--- config.mk ---
export PLATFORM = sky130hd
export DESIGN_NAME = control_unit
export DESIGN_NICKNAME = d
export VERILOG_FILES = /design/src/rtl/control_unit.sv
export SDC_FILE = /design/constraint.sdc
export NUM_CORES = 1
export LEC_CHECK = 0
export ABC_CLOCK_PERIOD_IN_PS = 2300
export CORE_ASPECT_RATIO = 0.8
export CORE_MARGIN = 3
export CORE_UTILIZATION = 47
export DETAILED_ROUTE_END_ITERATION = 8
export PLACE_DENSITY_LB_ADDON = 0.05
export SLEW_MARGIN = 40
export SYNTH_ARGS = -nofsm -noshare
export SYNTH_HDL_FRONTEND = slang
export SYNTH_SLANG_ARGS = --single-unit
--- constraint.sdc ---
create_clock -name clk -period 2.3 [get_ports clk]
set_clock_uncertainty 0.2 [all_clocks]
set_input_delay 0.46 -clock clk [delete_from_list [all_inputs] [get_ports clk]]
set_output_delay 0.46 -clock clk [all_outputs]
set_load 0.02 [all_outputs]
--- src/rtl/control_unit.sv ---
// control_unit: WF8 multi-cycle fetch/decode/execute sequencer.
// Optional feature macro: ILLEGAL_TRAP_EN (opcodes A-D halt and flag illegal).
`ifndef ALU_MODE_COUNT
  `define ALU_MODE_COUNT 7
`endif
`ifndef ALU_FLAG_COUNT
  `define ALU_FLAG_COUNT 4
`endif
`ifndef ALU_FLAG_ZERO
  `define ALU_FLAG_ZERO 0
`endif

module control_unit #(
  parameter int BIT_COUNT = 8
) (
  input  logic                       clk,
  input  logic                       rst_n,
  output logic                       imem_req,
  input  logic                       imem_valid,
  input  logic [7:0]                 imem_data,
  input  logic [`ALU_FLAG_COUNT-1:0] alu_flags,
  output logic [`ALU_MODE_COUNT-1:0] alu_mode,
  output logic                       alu_a_sel,
  output logic                       alu_b_sel,
  output logic [2:0]                 reg_sel,
  output logic [BIT_COUNT-1:0]       imm_out,
  output logic                       acc_we,
  output logic                       reg_we,
  output logic                       pc_inc,
  output logic                       pc_we,
  output logic                       halted,
  output logic                       illegal
);

  localparam int MW    = `ALU_MODE_COUNT;
  localparam int M_ADD = 0;
  localparam int M_SH  = 1;
  localparam int M_NOT = 2;
  localparam int M_AND = 3;
  localparam int M_OR  = 4;
  localparam int M_BYA = 5;
  localparam int M_BYB = 6;

  typedef enum logic [1:0] {
    S_FETCH,
    S_DECODE,
    S_EXEC,
    S_HALT
  } state_e;

  state_e               state_q, state_d;
  logic [7:0]           insn_q, insn_d;
  logic                 zflag_q, zflag_d;
  logic                 req_q, req_d;
  logic [MW-1:0]        mode_q, mode_d;
  logic                 a_sel_q, a_sel_d;
  logic                 b_sel_q, b_sel_d;
  logic [2:0]           rsel_q, rsel_d;
  logic [BIT_COUNT-1:0] imm_q, imm_d;
  logic                 acc_we_q, acc_we_d;
  logic                 reg_we_q, reg_we_d;
  logic                 pc_we_q, pc_we_d;
  logic                 halted_q, halted_d;
  logic                 illegal_q, illegal_d;

  logic [3:0] op;
  logic       alu_op;
  logic       trap;
  logic       unused_flags;

  assign op           = insn_q[7:4];
  assign alu_op       = (op <= 4'h6);
  assign unused_flags = ^alu_flags;

`ifdef ILLEGAL_TRAP_EN
  assign trap = (op >= 4'hA) && (op <= 4'hD);
`else
  assign trap = 1'b0;
`endif

  // Next-state and next-output decode; EXECUTE strobes default low.
  always_comb begin
    state_d   = state_q;
    insn_d    = insn_q;
    zflag_d   = zflag_q;
    rsel_d    = rsel_q;
    imm_d     = imm_q;
    a_sel_d   = a_sel_q;
    b_sel_d   = b_sel_q;
    mode_d    = '0;
    acc_we_d  = 1'b0;
    reg_we_d  = 1'b0;
    pc_we_d   = 1'b0;
    halted_d  = halted_q;
    illegal_d = illegal_q;
    unique case (state_q)
      S_FETCH: begin
        if (req_q && imem_valid) begin
          insn_d  = imem_data;
          state_d = S_DECODE;
        end
      end
      S_DECODE: begin
        rsel_d  = insn_q[2:0];
        imm_d   = {{(BIT_COUNT-4){insn_q[3]}}, insn_q[3:0]};
        a_sel_d = (op == 4'h9);
        b_sel_d = (op == 4'h1) || (op == 4'h3) || (op == 4'h9);
        state_d = S_EXEC;
        unique case (op)
          4'h0, 4'h1: begin
            mode_d[M_ADD] = 1'b1;
            acc_we_d      = 1'b1;
          end
          4'h2, 4'h3: begin
            mode_d[M_SH] = 1'b1;
            acc_we_d     = 1'b1;
          end
          4'h4: begin
            mode_d[M_NOT] = 1'b1;
            acc_we_d      = 1'b1;
          end
          4'h5: begin
            mode_d[M_AND] = 1'b1;
            acc_we_d      = 1'b1;
          end
          4'h6: begin
            mode_d[M_OR] = 1'b1;
            acc_we_d     = 1'b1;
          end
          4'h7: begin
            mode_d[M_BYA] = 1'b1;
            reg_we_d      = 1'b1;
          end
          4'h8: begin
            mode_d[M_BYB] = 1'b1;
            acc_we_d      = 1'b1;
          end
          4'h9: begin
            mode_d[M_ADD] = 1'b1;
            pc_we_d       = zflag_q;
          end
          4'hF: begin
            state_d  = S_HALT;
            halted_d = 1'b1;
          end
          default: begin
            if (trap) begin
              state_d   = S_HALT;
              halted_d  = 1'b1;
              illegal_d = 1'b1;
            end
          end
        endcase
      end
      S_EXEC: begin
        if (alu_op) zflag_d = alu_flags[`ALU_FLAG_ZERO];
        state_d = S_FETCH;
      end
      default: begin
      end
    endcase
    req_d = (state_d == S_FETCH);
  end

  // Single register bank for FSM state and all registered outputs.
  always_ff @(posedge clk or negedge rst_n) begin
    if (!rst_n) begin
      state_q   <= S_FETCH;
      insn_q    <= 8'hE0;
      zflag_q   <= 1'b0;
      req_q     <= 1'b0;
      mode_q    <= '0;
      a_sel_q   <= 1'b0;
      b_sel_q   <= 1'b0;
      rsel_q    <= 3'd0;
      imm_q     <= '0;
      acc_we_q  <= 1'b0;
      reg_we_q  <= 1'b0;
      pc_we_q   <= 1'b0;
      halted_q  <= 1'b0;
      illegal_q <= 1'b0;
    end else begin
      state_q   <= state_d;
      insn_q    <= insn_d;
      zflag_q   <= zflag_d;
      req_q     <= req_d;
      mode_q    <= mode_d;
      a_sel_q   <= a_sel_d;
      b_sel_q   <= b_sel_d;
      rsel_q    <= rsel_d;
      imm_q     <= imm_d;
      acc_we_q  <= acc_we_d;
      reg_we_q  <= reg_we_d;
      pc_we_q   <= pc_we_d;
      halted_q  <= halted_d;
      illegal_q <= illegal_d;
    end
  end

  assign imem_req  = req_q;
  assign pc_inc    = (state_q == S_FETCH) && req_q && imem_valid;
  assign alu_mode  = mode_q;
  assign alu_a_sel = a_sel_q;
  assign alu_b_sel = b_sel_q;
  assign reg_sel   = rsel_q;
  assign imm_out   = imm_q;
  assign acc_we    = acc_we_q;
  assign reg_we    = reg_we_q;
  assign pc_we     = pc_we_q;
  assign halted    = halted_q;
  assign illegal   = illegal_q;

endmodule

# Word-level counts from Yosys, hierarchy flattened
# Cells that the tools add are included.
[totals] reg_bits=32 inputBits=15 output_inout_bits=27 word_cells=56
[classes] n_lt_le_gt_ge=1 eq_ne=12 n_mux=16 n_reduce_logical=14
[ops] operator="== test 4 x 3 -> 1 bit (second input constant)" count=4
[ops] operator="two-way mux 1 bit" count=13
[ops] operator="== test 4 bit (second input constant)" count=3
[ops] operator="== test 4 x 2 -> 1 bit (second input constant)" count=2
[ops] operator="OR reduction 8 bit" count=1
[ops] operator="two-way mux 7 bit" count=1
[ops] operator="case mux 2 bit (3 select lines)" count=1
[ops] operator="AND reduction 2 bit" count=3
[ops] operator="== test 4 x 1 -> 1 bit (second input constant)" count=1
[ops] operator="less-or-equal comparator 4 x 3 -> 1 bit (second input constant)" count=1
[ops] operator="zero test 2 bit" count=2
[ops] operator="zero test 4 bit" count=1
[ops] operator="logical AND 1 bit" count=3
[ops] operator="OR reduction 3 bit" count=1
[ops] operator="== test 2 x 1 -> 1 bit (second input constant)" count=1
[ops] operator="== test 2 bit (second input constant)" count=1
[ops] operator="logical OR 1 bit" count=2
[ops] operator="two-way mux 2 bit" count=1
[ops] operator="OR reduction 2 bit" count=1

# Depth between registers and ports, before layout
[logic_depth] ltp_word=4 mapped_depth=4

# Least setup slack after synthesis
# OpenSTA, ideal clock, no wires.
[synth_path] kind="flip-flop to output port" from="register state_q[1]" to="output port pc_inc" arrival_time_ps=891 required_time_ps=1640 path_slack_ps=749 path_stages_with_launch=3 path_buffers=1 path_cell_list="dfrtp_1 and4bb_4 buf_6"
[synth_between] elab_chain_cells=3
[synth_lines] item="start, declared" line_no="51" text="state_e state_q, state_d;"
[synth_lines] item="start signal, assigned" line_no="183" text="state_q <= state_d;"
[synth_lines] item="zero test 2 bit" line_no="201" text="assign pc_inc = (state_q == S_FETCH) && req_q && imem_valid;"
[synth_lines] item="logical AND 1 bit (2 in series)" line_no="201"
[synth_lines] item="end, declared" line_no="29" text="output logic pc_inc,"
# Every way passes these cells.

# Worst setup path in the final report
[layout_path] from="input port imem_valid" to="output port pc_inc"
[layout_between] elab_chain_cells=1
[layout_lines] item="start, declared" line_no="19" text="input logic imem_valid,"
[layout_lines] item="logical AND 1 bit" line_no="201"
# Every way passes these cells.

==> metrics.cfg <==
[outcome]
status=completed

[floorplan]
die_h_um=51.1
die_w_um=62.4
row_count=15
start_util_pct=52.3
io_pins=42
core_sq_um=2290
die_area_sq_um=3190

[global_route]
grt_max_degree=29
grt_use_total_pct=14.3
grt_pass1_vias=760
antenna_found_initial=0
grt_overflow=0
grt_pass1_wl_um=3480

[cells_and_area]
layout-drive-gt1-share_pct=20.8
num-nets-final=136
seq_area_sq_um=704
stdcell_area_sq_um=1550
multiInputGateArea_sq_um=383
num-fill-cells=186
synthToLayoutAreaGrowth_pct=29.6
antennaDiodeCount=0

[cts]
numCtsBuffers=3
clkTransAtPathRegs_ns=0.14
post_cts_buffers=0
h-tree-depth=1
cts_hold_repair.buffers=0
ctsLongestPathBuffers=2
root_buffer=clkbuf_4
numClockSinks=28
cts_resized=1
clkLatencyLatePin_ns=0.32
cts_tree=done

[synth]
synth-compound-area-share_pct=7.73
yosysWarnings=0
synthCells=91
synth_top_family_by_area=multiplexers
syn_nets=106
synth-xor-area-share_pct=0
synth-adder-area-share_pct=0
synth-simple-area-share_pct=11.1
ys_seq_elements=28
muxShareOfSynthArea_pct=12.9
synth-seq-area-share_pct=58.8
syn_area_sq_um=1200
synth_cell_type_count=25
syn_avg_cell_area_sq_um=13.2

[setup_path]
worstPathArrival_ns=1.51
path_cells=clkdlybuf4s50_1 > and4bb_4 > dlygate4sd2_1
crit_cells=3
critical_path_class=input pin to output pin
crit_end=pc_inc
cp_num_buf_inv=2
reg2reg_from=state_q[1]$_DFF_PN0_
startpoint=imem_valid
cp_max_fo=2
r2r_cells=3
crit_path_max_incr_delay_ns=0.46
critPathLaunchType=input pin
worstSetupEndpointType=output pin
cpLargestDelayFamily=buffers and inverters
cp.required_ns=1.64
rr_endpoint=insn_q[0]$_DFFE_PN0P_
slowest_stage=clkdlybuf4s50_1
r2r_setup_slack_ns=0.63

[routing]
ant_nets=0
num_vias=775
wl_per_cell_um=13.3
firstDrtPassIters=4
drt_iter0_drc=15
drc_errors=0
drt_wl_total_um=2050
via_per_inst=5.03

[power_and_ir_drop]
pwr-share-clk_pct=9.2
power.density_nw_per_um2=1380
leakagePower_uw=0.000660
vdd_drop_max_mv=0.929
switching_share_pct=38.3
pwr-share-seq_pct=42.8
pwr-share-comb_pct=48.0
p_switching_uw=818
p_int_uw=1320

[sta]
finalSetupViolCount=0
fmax_mhz=461
min_period_ns=2.17
whs_ns=0.288
maxSlewViolCount=0
tns_ns=0
final_hold_viol_count=0
rsz0062_at_grt=false
fin_crit_sh_pct=94.3

[flow_run]
maxCapViolations=0

[place]
portBuffers=37
dpl_cell_area_sq_um=1530
gp_congestion=0.720
dp_hpwl_um=1480

[hold_path]
hold_path_class=input pin to asynchronous set/reset pin

==> Yosys cell counts <==
cell,count,area (sq um)
dfrtp_1,25,626
buf_4,10,75.1
nor2_1,8,30.0
mux2_2,7,78.8
mux2_4,5,75.1
nand2_1,5,18.8
buf_2,4,20.0
a21oi_1,3,15.0
dfstp_2,3,78.8
nand3_1,3,15.0
nand2b_1,2,12.5
nor4_1,2,12.5
o21ai_0,2,10.0
a2111oi_0,1,8.76
a2111oi_4,1,27.5
a21o_1,1,7.51
and4bb_2,1,12.5
and4bb_4,1,16.3
buf_6,1,11.3
conb_1,1,3.75
inv_1,1,3.75
nand4_1,1,6.26
nor4b_1,1,8.76
o21bai_1,1,7.51
o41ai_2,1,16.3
==> layout by cell type (no fill, tap or decap), types with 2 or more instances in the layout <==
cell             instances
nor4_1                   2
o21ai_0                  2
dfrtp_1                 25
nand2b_1                 2
dfstp_2                  3
nor2_1                   8
buf_4                    3
mux2_4                   5
nand3_1                  3
nand2_1                  5
clkdlybuf4s50_1         36
a21oi_1                  3
clkbuf_4                 3
mux2_2                   7
==> worst min path at each step <==
| stage | from | endpoint | slack, ns | cells after the start |
|---|---|---|---|---|
| after CTS | state_q[0]$_DFF_PN0_ | state_q[1]$_DFF_PN0_ | 0.29 | 0 |
| after detailed placement | state_q[0]$_DFF_PN0_ | state_q[1]$_DFF_PN0_ | 0.26 | 0 |
| after global routing | rst_n | insn_q[0]$_DFFE_PN0P_ | 0.30 | 2 |
| after global placement | state_q[0]$_DFF_PN0_ | state_q[1]$_DFF_PN0_ | 0.25 | 0 |
| final | rst_n | insn_q[0]$_DFFE_PN0P_ | 0.29 | 2 |
| after floorplan | rst_n | acc_we$_DFF_PN0_ | -0.04 | 0 |
==> worst reg2reg max path: cells and delay by family, from the launching register on <==
| family | cells | cell delay [ns] |
|---|---|---|
| AND/OR/NAND/NOR | 1 | 0.37 |
| flip-flops | 1 | 0.44 |
| multiplexers | 1 | 0.35 |
| buffers and inverters | 1 | 0.21 |
==> state kept, by name, indices dropped and copies added (netlist names) <==
name       flops
acc_we         1
imem_req       1
alu_b_sel      1
imm_out        2
state_q        2
alu_a_sel      1
alu_mode       7
zflag_q        1
halted         1
reg_sel        2
insn_q         8
pc_we          1
==> cells by family after synthesis <==
family | count (synthesis)
AO/OA/AOI/OAI | 10
buffers and inverters | 16
multiplexers | 12
AND/OR/NAND/NOR | 24
other | 1
flip-flops | 28
==> final cells by class <==
cell class	count	area share, %
multi-input combinational	47	24.7
inverter	1	0.242
sequential	28	45.4
timing repair buffer	40	25.2
tap	34	2.74
clock buffer	4	1.69
==> stage by stage <==
step	total power (uW)	worst slack [ns]	std cells	utilization, %
after global routing	2270	0.107	154	67.8
after global placement	1940	-0.141	150	66.7
after floorplan	1630	0.749	91	-
after CTS	2160	0.126	154	67.8
after detailed placement	1960	-0.135	150	66.7
final	2130	0.130	154	67.8
==> layer usage <==
layer	routed length [um]	vias up	track usage [%]	part of all wire [%]
met2	940	40	23.2	46
met4	15	0	4.76	0.73
met5	0	-	0	0
li1	-	360	-	-
met1	913	373	17.6	44
met3	183	2	5.49	8.9
==> power groups by stage <==
stage               Combinational, uW  Clock [uW]  Sequential [uW]
finish                           1020         196              914
global route                     1090         223              953
CTS                              1040         204              916
detailed placement               1040           0              926
global placement                 1030           0              911
floorplan                         709           0              917
(Power assumes the default switching activity.)
